### config.mk
export PLATFORM = sky130hd
export DESIGN_NAME = satatx_framer
export DESIGN_NICKNAME = d
export VERILOG_FILES = /design/src/rtl/satatx_framer_pkg.sv /design/src/rtl/sata_crc32.sv /design/src/rtl/satatx_framer.sv
export SDC_FILE = /design/constraint.sdc
export NUM_CORES = 1
export LEC_CHECK = 0
export ABC_CLOCK_PERIOD_IN_PS = 8170
export BUFFER_PORTS_ARGS = -buffer_cell sky130_fd_sc_hd__buf_2
export CORE_ASPECT_RATIO = 1.75
export CORE_UTILIZATION = 63
export DETAILED_ROUTE_END_ITERATION = 12
export GPL_TIMING_DRIVEN = 0
export PLACE_DENSITY_LB_ADDON = 0.2
export SLEW_MARGIN = 10
export SYNTH_ARGS = -nofsm -noshare
export SYNTH_HDL_FRONTEND = slang
export SYNTH_SLANG_ARGS = --single-unit
### constraint.sdc
create_clock -name S_AXI_ACLK -period 8.17 [get_ports S_AXI_ACLK]
set_clock_uncertainty 0.15 [all_clocks]
set_input_delay 0 -clock S_AXI_ACLK [delete_from_list [all_inputs] [get_ports S_AXI_ACLK]]
set_output_delay 0 -clock S_AXI_ACLK [all_outputs]
set_load 0.01 [all_outputs]
### src/rtl/satatx_framer_pkg.sv
// Shared SATA link constants, frame-builder state type and the dword scramble/CRC
// step functions used by both the TX framer and the RX descrambler/CRC checker.
package satatx_framer_pkg;

  localparam logic [15:0] SATA_SCR_POLY = 16'ha011;
  localparam logic [15:0] SATA_SCR_INIT = 16'hffff;
  localparam logic [31:0] SATA_CRC_POLY = 32'h04c11db7;
  localparam logic [31:0] SATA_CRC_INIT = 32'h52325032;

  typedef enum logic [1:0] {
    ST_IDLE = 2'd0,
    ST_DATA = 2'd1,
    ST_CRC  = 2'd2
  } state_t;

  typedef struct packed {
    logic [31:0] prn;
    logic [15:0] fill;
  } scr_step_t;

  // prn[0] is the first bit out of the LFSR and lands in bit 0 of the dword.
  function automatic scr_step_t sata_scramble(input logic [15:0] fill,
                                              input logic [15:0] poly);
    scr_step_t   r;
    logic [15:0] f;
    f = fill;
    r = '0;
    for (int k = 0; k < 32; k++) begin
      r.prn[k] = f[15];
      f = {f[14:0], 1'b0} ^ (f[15] ? poly : 16'h0000);
    end
    r.fill = f;
    return r;
  endfunction

  function automatic logic [31:0] sata_crc32_update(input logic [31:0] crc,
                                                    input logic [31:0] data,
                                                    input logic [31:0] poly);
    logic [31:0] c;
    logic        fb;
    c = crc;
    for (int b = 31; b >= 0; b--) begin
      fb = c[31] ^ data[b];
      c  = {c[30:0], 1'b0} ^ (fb ? poly : 32'h0);
    end
    return c;
  endfunction

endpackage

### src/rtl/sata_crc32.sv
// Combinational one-dword SATA CRC-32 step (MSB first, non-reflected); latency 0.
module sata_crc32
  import satatx_framer_pkg::*;
#(
  parameter logic [31:0] CRC_POLY = SATA_CRC_POLY
) (
  input  logic [31:0] i_crc,
  input  logic [31:0] i_data,
  output logic [31:0] o_crc
);

  assign o_crc = sata_crc32_update(i_crc, i_data, CRC_POLY);

endmodule

### src/rtl/satatx_framer.sv
// SATA TX payload framer: CRC-32 over the clear payload, CRC dword appended with TLAST,
// then everything scrambled; one-cycle registered output, input stalls while CRC pending.
module satatx_framer
  import satatx_framer_pkg::*;
#(
  parameter logic [15:0] POLYNOMIAL   = SATA_SCR_POLY,
  parameter logic [15:0] INITIAL      = SATA_SCR_INIT,
  parameter logic [31:0] CRC_POLY     = SATA_CRC_POLY,
  parameter logic [31:0] CRC_INIT     = SATA_CRC_INIT,
  parameter bit          OPT_LOWPOWER = 1'b1
) (
  input  logic        S_AXI_ACLK,
  input  logic        S_AXI_ARESETN,
  input  logic        i_cfg_scrambler_en,
  input  logic        S_AXIS_TVALID,
  output logic        S_AXIS_TREADY,
  input  logic [31:0] S_AXIS_TDATA,
  input  logic        S_AXIS_TLAST,
  output logic        M_AXIS_TVALID,
  input  logic        M_AXIS_TREADY,
  output logic [31:0] M_AXIS_TDATA,
  output logic        M_AXIS_TLAST
);

  state_t      state_q, state_d;
  logic [15:0] fill_q, fill_d;
  logic [31:0] crc_q, crc_d;
  logic        scr_en_q, scr_en_d;
  logic        m_vld_q, m_vld_d;
  logic [31:0] m_dat_q, m_dat_d;
  logic        m_last_q, m_last_d;

  logic [31:0] crc_next;
  scr_step_t   scr;
  logic        slot_free;
  logic        s_rdy;
  logic        accept;
  logic        scr_use;

  sata_crc32 #(
    .CRC_POLY(CRC_POLY)
  ) u_crc (
    .i_crc (crc_q),
    .i_data(S_AXIS_TDATA),
    .o_crc (crc_next)
  );

  assign scr       = sata_scramble(fill_q, POLYNOMIAL);
  assign slot_free = !m_vld_q || M_AXIS_TREADY;
  assign s_rdy     = (state_q != ST_CRC) && slot_free;
  assign accept    = S_AXIS_TVALID && s_rdy;
  // The first beat must already honour the new enable, before it lands in scr_en_q.
  assign scr_use   = (state_q == ST_IDLE) ? i_cfg_scrambler_en : scr_en_q;

  always_comb begin
    state_d  = state_q;
    fill_d   = fill_q;
    crc_d    = crc_q;
    scr_en_d = scr_en_q;
    m_vld_d  = m_vld_q;
    m_dat_d  = m_dat_q;
    m_last_d = m_last_q;

    if (slot_free) begin
      m_vld_d = 1'b0;
      if (OPT_LOWPOWER) begin
        m_dat_d  = 32'h0;
        m_last_d = 1'b0;
      end
    end

    if (accept) begin
      m_vld_d  = 1'b1;
      m_dat_d  = scr_use ? (S_AXIS_TDATA ^ scr.prn) : S_AXIS_TDATA;
      m_last_d = 1'b0;
      fill_d   = scr.fill;
      crc_d    = crc_next;
      if (state_q == ST_IDLE) begin
        scr_en_d = i_cfg_scrambler_en;
      end
      state_d = S_AXIS_TLAST ? ST_CRC : ST_DATA;
    end else if ((state_q == ST_CRC) && slot_free) begin
      m_vld_d  = 1'b1;
      m_dat_d  = scr_en_q ? (crc_q ^ scr.prn) : crc_q;
      m_last_d = 1'b1;
      fill_d   = INITIAL;
      crc_d    = CRC_INIT;
      state_d  = ST_IDLE;
    end
  end

  always_ff @(posedge S_AXI_ACLK) begin
    if (!S_AXI_ARESETN) begin
      state_q  <= ST_IDLE;
      fill_q   <= INITIAL;
      crc_q    <= CRC_INIT;
      scr_en_q <= 1'b0;
      m_vld_q  <= 1'b0;
      m_dat_q  <= 32'h0;
      m_last_q <= 1'b0;
    end else begin
      state_q  <= state_d;
      fill_q   <= fill_d;
      crc_q    <= crc_d;
      scr_en_q <= scr_en_d;
      m_vld_q  <= m_vld_d;
      m_dat_q  <= m_dat_d;
      m_last_q <= m_last_d;
    end
  end

  assign S_AXIS_TREADY = s_rdy;
  assign M_AXIS_TVALID = m_vld_q;
  assign M_AXIS_TDATA  = m_dat_q;
  assign M_AXIS_TLAST  = m_last_q;

endmodule

==> results of run 1 <==
## synth_stat cells
| cell type | number | area (um^2) |
|---|---|---|
| o21ai_0 | 15 | 75.1 |
| nand2b_1 | 2 | 12.5 |
| nor2_1 | 81 | 304 |
| xnor2_2 | 14 | 228 |
| mux2i_1 | 1 | 10.0 |
| xnor3_2 | 5 | 119 |
| inv_1 | 2 | 7.51 |
| a211oi_1 | 2 | 15.0 |
| or2_2 | 2 | 12.5 |
| buf_1 | 5 | 18.8 |
| nand2_1 | 71 | 267 |
| o2bb2ai_1 | 1 | 8.76 |
| buf_2 | 1 | 5.00 |
| xor3_1 | 13 | 309 |
| xor2_2 | 6 | 97.6 |
| o22ai_1 | 17 | 106 |
| a221oi_1 | 21 | 184 |
| xnor3_1 | 39 | 878 |
| o221ai_1 | 6 | 52.6 |
| and3_1 | 1 | 6.26 |
| o32ai_1 | 1 | 8.76 |
| xnor2_1 | 252 | 2210 |
| a31oi_1 | 1 | 6.26 |
| and2_1 | 2 | 12.5 |
| xnor2_4 | 7 | 193 |
| nor3_1 | 20 | 100 |
| clkbuf_1 | 38 | 143 |
| o32a_1 | 1 | 10.0 |
| o211a_1 | 1 | 10.0 |
| nor2b_1 | 2 | 12.5 |
| xor2_4 | 2 | 55.1 |
| a21oi_1 | 5 | 25.0 |
| o22a_1 | 7 | 61.3 |
| o21ai_1 | 12 | 60.1 |
| a22oi_1 | 11 | 82.6 |
| dfxtp_1 | 85 | 1700 |
| xor2_1 | 97 | 850 |
## worst register-to-register path, stage by stage, from the launching register on
cell and delay (ps):
dfxtp_1 310, clkbuf_1 340, xnor3_1 400, xnor2_2 540, xnor3_1 680, xor2_1 500, xor3_1 500, xor2_1 370
nor2_1 100, xnor2_1 140, o221ai_1 630, o211a_1 250
## sequential cells by signal (all words and copies together), names as in the netlist
register,cells
M_AXIS_TLAST,1
M_AXIS_TDATA,32
M_AXIS_TVALID,1
fill_q,16
crc_q,32
scr_en_q,1
state_q,2
## cell type report
type                    instances  area (um^2)
plain buffers                  44          166
well taps                     171          214
clock inverters                 5         60.1
repair buffers                 78          420
multi-input cells             718         6380
flip-flops and latches         85         1700
clock buffers                  11          243
fillers                      1003         3680
inverters                       2         7.51
## layer usage
| layer | up-vias | wire length (um) | track usage (%) |
|---|---|---|---|
| met5 | - | 13 | 0 |
| met4 | 2 | 3100 | 39.8 |
| met3 | 169 | 2060 | 11.3 |
| met2 | 354 | 13300 | 70.5 |
| met1 | 3118 | 8550 | 40.1 |
| li1 | 2983 | - | - |
## per-stage QoR
step	setup WS (ps)	utilization [%]	std cells	instance area, um^2
2_1_floorplan	4370	-	849	8250
3_3_place_gp	3490	68.6	1092	8830
3_5_place_dp	3480	68.6	1092	8830
4_1_cts	3460	71.4	1114	9190
5_1_grt	2930	71.4	1114	9190
6_report	3210	71.4	1114	9190
## kinds of logic after synthesis
kind of cell    Yosys count  share of synthesized area (%)
xor+xnor                435                           59.8
simple gates            181                           8.81
compound gates          101                           8.55
flops                    85                           20.6
buf+inv                  46                           2.11
mux                       1                          0.121
## worst min path at each step
| stage | slack, ps | endpoint | start |
|---|---|---|---|
| floorplan | -20 | M_AXIS_TVALID | S_AXIS_TVALID |
| global placement | 140 | state_q[1] | S_AXIS_TLAST |
| detailed placement | 140 | state_q[1] | S_AXIS_TLAST |
| CTS | 5 | M_AXIS_TDATA[28] | S_AXIS_TDATA[28] |
| global route | 30 | M_AXIS_TDATA[31] | S_AXIS_TDATA[31] |
| finish | 9 | M_AXIS_TDATA[4] | S_AXIS_TDATA[4] |
## what timing repair did
action | 4_1_cts | 5_1_grt
hold buffers | 6 | 0
endpoints found under the hold margin | 7 | 0
resized for setup | 0 | 0
==> reports/results.tsv, run 1 <==
stage	metric	value	unit
run_status	status	completed	
grt	GRT overflow	0	
clock_tree	H-Tree Depth	3	
timing	min cycle time layout	4960	ps
yosys	#FFs+latches synth	85	
drt	total number of vias	6626	
placed_design	routability cong.	0.983	
clock_tree	TritonCTS clock tree	done	
drt	drt first-iter violations	705	
die	core footprint	12900	um^2
die	die width	88.5	um
drt	Vias/cell	5.95	
drt	routed len/inst	24.3	um
grt	initial antenna violation count	1	
setup_path	RR Startpoint	fill_q[14]	
final_layout	layout cells sized above 1	13.1	%
clock_tree	worst-case clock buffer depth	2	
die	IO Pins	73	
setup_path	crit-path leading delay family	XOR/XNOR gates	
timing	TNS Setup	0	ps
timing	Slew HR	32.9	%
setup_path	Worst setup SP type	register	
clock_tree	clk_lat worst skew	350	ps
die	Rows	55	
final_layout	most frequent cells in the layout	xnor2_1, xor2_1, dfxtp_1, nor2_1, buf_2	
timing	Hold Fails Final Rpt	0	
setup_path	slowest cell delay on critical path	670	ps
die	Chip Height	153	um
placed_design	port bufs	72	
timing	setup violators final	0	
yosys	post-synthesis sequential area ratio	20.6	%
yosys	syn nets	887	
grt	largest net degree at the start of global routing	15	
setup_path	Setup crit end	M_AXIS_TDATA[24]	
worst_hold_path	Hold Path Class	in2reg	
setup_path	Crit Path Class	reg2reg	
grt	first-pass GRT wire length	40400	um
placed_design	Detail Placement HPWL	21300	um
setup_path	reg-to-reg critical path endpoint	M_AXIS_TDATA[24]	
job	Max-Cap Viols	0	
setup_path	CP cell instances	clkbuf_1 -> xnor3_1 -> xnor2_2 -> xnor3_1 -> xor2_1 -> xor3_1 -> xor2_1 -> nor2_1 -> xnor2_1 -> o221ai_1 -> o211a_1	
yosys	Post-Syn Area	8250	um^2
drt	drt first pass iters	5	
setup_path	CP Depth	11	
drt	Routed WL	27100	um
final_layout	most common cell after layout, fill and taps aside	xnor2_1	
clock_tree	CTS Buf Count	9	
clock_tree	clk sink count	85	
die	Initial Util	64.1	%
setup_path	CP Capture Type	register	
final_layout	diode count	0	
clock_tree	setup bufs post-CTS	0	
setup_path	slowest CP cell	xnor3_1	
final_layout	Synth-to-Final Area Change	11.4	%
setup_path	worst reg2reg setup slack	3210	ps
timing	Tcrit/Tclk final	60.7	%
timing	RSZ-0062 raised after global routing	no	
timing	Slew @ Worst Pin	1000	ps
yosys	Ys Warns	0	
setup_path	R2R depth	11	
clock_tree	CTS clock-pin slew for the worst setup and hold paths	60	ps
clock_tree	CTS root buf	clkbuf_16	
setup_path	Required @ worst endpoint	8310	ps
setup_path	worst setup path start	fill_q[14]	
grt	gr usage total	42.2	%
setup_path	Data arrival, critical path	5100	ps
grt	vias in the first global route	6791	
drt	Antenna Nets Post-Route	0	
die	die area	13600	um^2
timing	fin. max-slew vios	0	
yosys	library cells used by synthesis	37	
yosys	Gate Count Post-Synth	849	
setup_path	Crit path buffers/inverters	1	
worst_hold_path	Hold Path Depth	5	
yosys	syn avg cell area	9.72	um^2
final_layout	nets	976	
setup_path	crit-path max FO	6	
drt	Residual DRC	0	
timing	Fin Hold WS	9.30	ps
timing	Max Clock Freq	202	MHz
Power of run 1 is left out: the tool's default activity adds up to more than one toggle a clock period on the data nets, which glitch-free logic cannot reach.
==> run 2: changes to the inputs <==
ABC_AREA = 1   (was unset)
ABC_CLOCK_PERIOD_IN_PS = 4500   (was 8170)
CORE_UTILIZATION = 56   (was 63)
clock period = 4.5 ns   (was 8.17 ns; I/O delays follow)
==> reports/results.tsv, run 2 <==
stage	metric	value	unit
yosys	syn nets	1373	
die	Initial Util	57.4	%
yosys	Ys Warns	0	
yosys	largest family of logic cells by synthesized area	simple AND/OR/NAND/NOR gates	
run_status	status	aborted with a tool error	
run_status	Last stage	5_1_grt	
placed_design	port bufs	72	
yosys	fraction of synthesized area in multiplexers	0	%
yosys	Gate Count Post-Synth	1335	
run_status	Error	[ERROR GRT-0232] Routing congestion too high. Check the congestion heatmap in the GUI.	
yosys	Synth area leaders	xor2_1, dfxtp_1, nand2_1	
yosys	count leader, synth	xor2_1	
yosys	post-synthesis compound-gate area fraction	10.9	%
clock_tree	clk sink count	85	
yosys	Synth top area share	21.0	%
yosys	ys flop type	dfxtp_1	
yosys	Yosys top cell by area	xor2_1	
clock_tree	H-Tree Depth	3	
timing	worst_ep kind	sequential cell input	
placed_design	routability cong.	1.01	
yosys	library cells used by synthesis	42	
yosys	#FFs+latches synth	85	
clock_tree	CTS root buf	clkbuf_16	
grt	GRT overflow	69	
clock_tree	CTS Buf Count	9	
grt	gr usage total	64.6	%
yosys	Post-Syn Area	9450	um^2
grt	largest net degree at the start of global routing	16	
placed_design	DP Area	10400	um^2
yosys	post-synthesis xor/xnor area fraction	28.7	%
die	IO Pins	73	
yosys	post-synthesis sequential area ratio	18.0	%
clock_tree	worst-case clock buffer depth	2	
yosys	Synth Area in Adders	0	%
timing	worst endpoint from the post-global-route timing repair	fill_q[15]$_SDFFE_PN1P_/D	
yosys	number of synthesized flops with an enable pin	0	
die	Chip Height	174	um
yosys	Post-synth top cells	xor2_1, nand2_1, nand3_1	
die	die width	100	um
placed_design	Detail Placement HPWL	28500	um
yosys	Synth Area in Simple Gates	33.7	%
yosys	syn avg cell area	7.08	um^2
yosys	asr flop ratio synth	0	%
die	Rows	62	
run 2: cell count changes after synthesis, moves of 53 or more:
cell	before	now
xnor2_1	252	75
nand3_1	0	158
nand2_1	71	216
inv_1	2	145
xor2_1	97	227
nand2_2	0	53
run 2: metrics by stage:
stage	cells	hold slack (ps)	setup WS, ps
floorplan	1335	-19.8	-772
global placement	1631	80.8	-2020
detailed placement	1631	117	-2110
CTS	1761	13.9	-1310
run 2: cell families after synthesis:
group / count (synthesis)
DFF: 85
and+or+nand+nor: 565
xor gates and xnor gates: 306
AOI/OAI and AO/OA: 177
buffers and inverters: 202
run 2: layer usage:
layer / overflow / track usage (%)
met5: 0 / 2.96
met4: 30 / 69.9
met3: 0 / 39.7
met2: 39 / 88.9
met1: 0 / 61.8
run 2: what timing repair did:
| item | 4_1_cts |
|---|---|
| endpoints found under the hold margin | 26 |
| setup buffers | 88 |
| hold buffers | 25 |
| endpoints found under the setup margin | 61 |
| resized for setup | 228 |
| pin swaps | 87 |
| cloned | 1 |
==> run 3: changes to the inputs <==
ABC_CLOCK_PERIOD_IN_PS = 5900   (was 4500)
CORE_ASPECT_RATIO = unset   (was 1.75)
CORE_UTILIZATION = 40   (was 56)
PLACE_DENSITY_LB_ADDON = 0.15   (was 0.2)
clock period = 5.9 ns   (was 4.5 ns; I/O delays follow)
==> reports/results.tsv, run 3 <==
stage	metric	value	unit
setup_path	worst setup path start	fill_q[15]	
timing	fin. max-slew vios	0	
final_layout	fill count	2219	
yosys	number of synthesized flops with an enable pin	0	
yosys	post-synthesis compound-gate area fraction	10.9	%
final_layout	nets	1536	
yosys	Yosys top cell by area	xor2_1	
yosys	Synth top area share	21.0	%
drt	total number of vias	9707	
timing	Slew HR	30.7	%
setup_path	RR Startpoint	fill_q[15]	
yosys	Synth Area in Simple Gates	33.7	%
yosys	asr flop ratio synth	0	%
placed_design	port bufs	72	
worst_hold_path	Hold Path Origin	S_AXIS_TDATA[29]	
drt	drt first-iter violations	939	
grt	GRT overflow	0	
die	Initial Util	41.2	%
die	IO Pins	73	
yosys	Ys Warns	0	
final_layout	diode count	0	
final_layout	most frequent cells in the layout	xor2_1, nand2_1, inv_1, nand3_1, dfxtp_1	
timing	Worst Slack Setup Final	-63.5	ps
clock_tree	clk_lat worst skew	360	ps
setup_path	slowest cell delay on critical path	340	ps
yosys	Synth area leaders	xor2_1, dfxtp_1, nand2_1	
timing	min cycle time layout	5960	ps
timing	Hold Fails Final Rpt	0	
worst_hold_path	Hold Path Class	in2reg	
yosys	largest family of logic cells by synthesized area	simple AND/OR/NAND/NOR gates	
yosys	post-synthesis sequential area ratio	18.0	%
clock_tree	CTS Buf Count	9	
yosys	count leader, synth	xor2_1	
timing	Max Clock Freq	168	MHz
run_status	status	finished, violations left	
setup_path	CP Capture Type	register	
grt	vias in the first global route	8801	
setup_path	Crit Path Class	reg2reg	
final_layout	FF+latch area	1700	um^2
timing	TNS Setup	-177	ps
yosys	syn avg cell area	7.08	um^2
setup_path	slowest CP cell	dfxtp_2	
timing	RSZ-0062 raised after global routing	yes	
die	die width	156	um
grt	first-pass GRT wire length	53200	um
yosys	library cells used by synthesis	42	
setup_path	crit-path max FO	8	
drt	drt first pass iters	6	
yosys	Gate Count Post-Synth	1335	
clock_tree	CTS root buf	clkbuf_16	
drt	Residual DRC	0	
grt	gr usage total	29.8	%
die	core footprint	22900	um^2
yosys	#FFs+latches synth	85	
die	Chip Height	156	um
job	Max-Cap Viols	0	
drt	Vias/cell	5.35	
die	Rows	55	
yosys	Post-Syn Area	9450	um^2
yosys	Synth Area in Adders	0	%
placed_design	routability cong.	0.942	
final_layout	most common cell after layout, fill and taps aside	xor2_1	
yosys	Post-synth top cells	xor2_1, nand2_1, nand3_1	
drt	Antenna Nets Post-Route	0	
timing	Tcrit/Tclk final	101	%
setup_path	Crit path top cell by count	nand2_8	
setup_path	Data arrival, critical path	6050	ps
final_layout	Synth-to-Final Area Change	30.1	%
clock_tree	TritonCTS clock tree	done	
yosys	fraction of synthesized area in multiplexers	0	%
clock_tree	worst-case clock buffer depth	2	
drt	Routed WL	37100	um
clock_tree	clk sink count	85	
die	die area	24200	um^2
setup_path	worst reg2reg setup slack	-60	ps
setup_path	Required @ worst endpoint	5990	ps
final_layout	layout cells sized above 1	27.5	%
grt	largest net degree at the start of global routing	16	
drt	routed len/inst	20.4	um
yosys	syn nets	1373	
yosys	post-synthesis xor/xnor area fraction	28.7	%
timing	Slew @ Worst Pin	1030	ps
clock_tree	H-Tree Depth	3	
clock_tree	CTS clock-pin slew for the worst setup and hold paths	70	ps
setup_path	Worst setup SP type	register	
timing	setup violators final	4	
grt	initial antenna violation count	0	
final_layout	area occupied by multi-input gates	8030	um^2
placed_design	Detail Placement HPWL	28100	um
yosys	ys flop type	dfxtp_1	
run_status	failing checks	negative setup slack	
-- run 3: kinds of logic after synthesis --
kind of cell,after synthesis
and+or+nand+nor,565
DFF,85
AOI/OAI and AO/OA,177
xor gates and xnor gates,306
buffers and inverters,202
-- run 3: layout make-up --
type,instances,share of cell area (%)
multi-input combinational,1049,65.3
clock buffer,10,1.86
timing repair buffer,151,8.51
buffer,41,1.71
clock inverter,6,0.397
sequential,85,13.9
tap,313,3.19
inverter,161,5.20
-- run 3: path summary, 6_finish.rpt --
| check | endpoint | cells after the start |
|---|---|---|
| min | M_AXIS_TDATA[29] | 6 |
| min reg2reg | crc_q[9] | 2 |
| max reg2reg | fill_q[4] | 50 |
| max | fill_q[4] | 50 |
-- run 3: worst max-delay path, delay by kind of cell, from the launching register on --
family | cells | cell delay [ps]
AO/OA/AOI/OAI | 2 | 260
buffers and inverters | 4 | 360
flip-flops | 1 | 340
AND/OR/NAND/NOR | 44 | 4660
-- run 3: per-layer routing --
layer,up-vias,global-route usage [%],wire length [um]
met2,379,49.3,17800
met5,-,0,0
li1,4608,-,-
met1,4641,38.7,15300
met3,79,3.00,2340
met4,0,14.2,1610
-- run 3: through the flow --
stage / area [um^2] / hold slack, ps / worst slack [ps] / std cells / util (%)
detailed placement: 10200 / 89.1 / -758 / 1720 / 44.5
global route: 12300 / 35.8 / -372 / 1816 / 53.7
global placement: 10200 / 82.0 / -717 / 1720 / 44.5
CTS: 11300 / 7.37 / 0.00311 / 1786 / 49.4
finish: 12300 / 3.68 / -63.5 / 1816 / 53.7
floorplan: 9450 / -19.8 / 615 / 1335 / -
-- run 3: repair_timing --
item	in CTS	in global routing
hold endpoints to repair	25	0
resized for setup	70	147
hold buffers	24	0
endpoints found under the setup margin	25	34
buffers inserted	26	30
cloned	0	1
pin swaps	34	78
Power of run 3 is left out for the same reason.
==> run 4: changes to the inputs <==
PLACE_DENSITY = 0.69   (was unset)
PLACE_DENSITY_LB_ADDON = unset   (was 0.15)
==> reports/results.tsv, run 4 (synthesized netlist as in run 3, its figures left out) <==
stage	metric	value	unit
timing	Tcrit/Tclk final	102	%
die	core footprint	22900	um^2
timing	RSZ-0062 raised after global routing	yes	
setup_path	crit-path max FO	9	
drt	routed len/inst	20.1	um
timing	min cycle time layout	5990	ps
clock_tree	clk sink count	85	
drt	drt first-iter violations	1037	
placed_design	port bufs	72	
clock_tree	CTS clock-pin slew for the worst setup and hold paths	70	ps
die	IO Pins	73	
die	Rows	55	
setup_path	slowest cell delay on critical path	330	ps
drt	Vias/cell	5.47	
run_status	status	finished, violations left	
drt	total number of vias	9889	
worst_hold_path	Hold Path Depth	6	
grt	GRT overflow	0	
timing	fin. max-slew vios	0	
timing	setup violators final	8	
drt	Antenna Nets Post-Route	0	
timing	Max Clock Freq	167	MHz
worst_hold_path	Hold Path Class	in2reg	
clock_tree	CTS root buf	clkbuf_16	
grt	largest net degree at the start of global routing	15	
grt	first-pass GRT wire length	51400	um
setup_path	Data arrival, critical path	6070	ps
final_layout	most common cell after layout, fill and taps aside	xor2_1	
setup_path	R2R depth	49	
setup_path	crit-path leading delay family	simple AND/OR/NAND/NOR gates	
placed_design	Detail Placement HPWL	27000	um
grt	gr usage total	28.5	%
drt	Residual DRC	0	
timing	Slew @ Worst Pin	1080	ps
drt	drt first pass iters	8	
final_layout	Post-Layout Cell Count	1808	
run_status	failing checks	negative setup slack	
die	Chip Height	156	um
clock_tree	H-Tree Depth	3	
final_layout	diode count	0	
drt	Routed WL	36300	um
die	Initial Util	41.2	%
clock_tree	TritonCTS clock tree	done	
final_layout	Synth-to-Final Area Change	27.3	%
placed_design	routability cong.	0.980	
timing	Worst Slack Setup Final	-89.9	ps
die	die width	156	um
setup_path	Crit Path Class	reg2reg	
final_layout	nets	1528	
die	die area	24200	um^2
final_layout	layout cells sized above 1	26.6	%
clock_tree	CTS Buf Count	9	
timing	Hold Fails Final Rpt	0	
setup_path	slowest CP cell	dfxtp_2	
setup_path	Worst setup SP type	register	
setup_path	Crit path buffers/inverters	5	
placed_design	Placed Cells incl. Taps	1720	
clock_tree	worst-case clock buffer depth	2	
grt	vias in the first global route	8994	
timing	Slew HR	27.3	%
job	Max-Cap Viols	0	
clock_tree	clk_lat worst skew	360	ps
final_layout	most frequent cells in the layout	xor2_1, nand2_1, inv_1, nand3_1, dfxtp_1	
grt	initial antenna violation count	0	
setup_path	Crit path top cell by count	nand2_8	
placed_design	worst slack, placed	-683	ps
setup_path	Required @ worst endpoint	5980	ps
setup_path	CP Depth	49	
setup_path	CP Capture Type	register	
[run 4: final timing paths]
check                     end  slack (ps)             start
max reg2reg         fill_q[4]         -90        fill_q[15]
max                 fill_q[4]         -90        fill_q[15]
min reg2reg        state_q[0]         330        state_q[0]
min          M_AXIS_TDATA[29]           7  S_AXIS_TDATA[29]
[run 4: metal layers]
layer / track usage [%] / up-vias / routed length (um) / share of wire (%)
li1: - / 4591 / - / -
met5: 0 / - / 0 / 0
met2: 46.4 / 481 / 17100 / 47
met1: 35.9 / 4705 / 14200 / 39
met4: 16.0 / 0 / 2010 / 5.5
met3: 4.19 / 112 / 2970 / 8.2
[run 4: final cells by class]
type | instances | area [um^2]
Fill cell | 2157 | 10900
Timing Repair Buffer | 144 | 951
Inverter | 161 | 637
Multi-Input combinational cell | 1048 | 7820
Clock buffer | 12 | 256
Clock inverter | 4 | 55.1
Tap cell | 313 | 392
Sequential cell | 85 | 1710
Buffer | 41 | 210
[run 4: through the flow]
stage	area (um^2)	util (%)	hold WS, ps	TNS [ps]
after global routing	12000	52.5	16.6	-3900
after global placement	10200	44.5	89.9	-6730
after CTS	11300	49.3	0.290	0
after floorplan	9450	-	-19.8	0
after detailed placement	10200	44.5	106	-8700
final	12000	52.5	6.99	-394
[run 4: repair_timing]
item / 4_1_cts / 5_1_grt
setup buffers: 27 / 25
pin swaps: 31 / 73
gates cloned: 0 / 0
hold buffers: 20 / 0
resized for setup: 66 / 112
endpoints found under the setup margin: 22 / 34
hold endpoints to repair: 21 / 0
[run 4: worst min-delay path: stages]
cell and delay (ps):
buf_2 110, nand3_1 80, nand3_1 80, nand3_1 70, o211ai_1 80, inv_1 40
Power of run 4 is left out for the same reason.
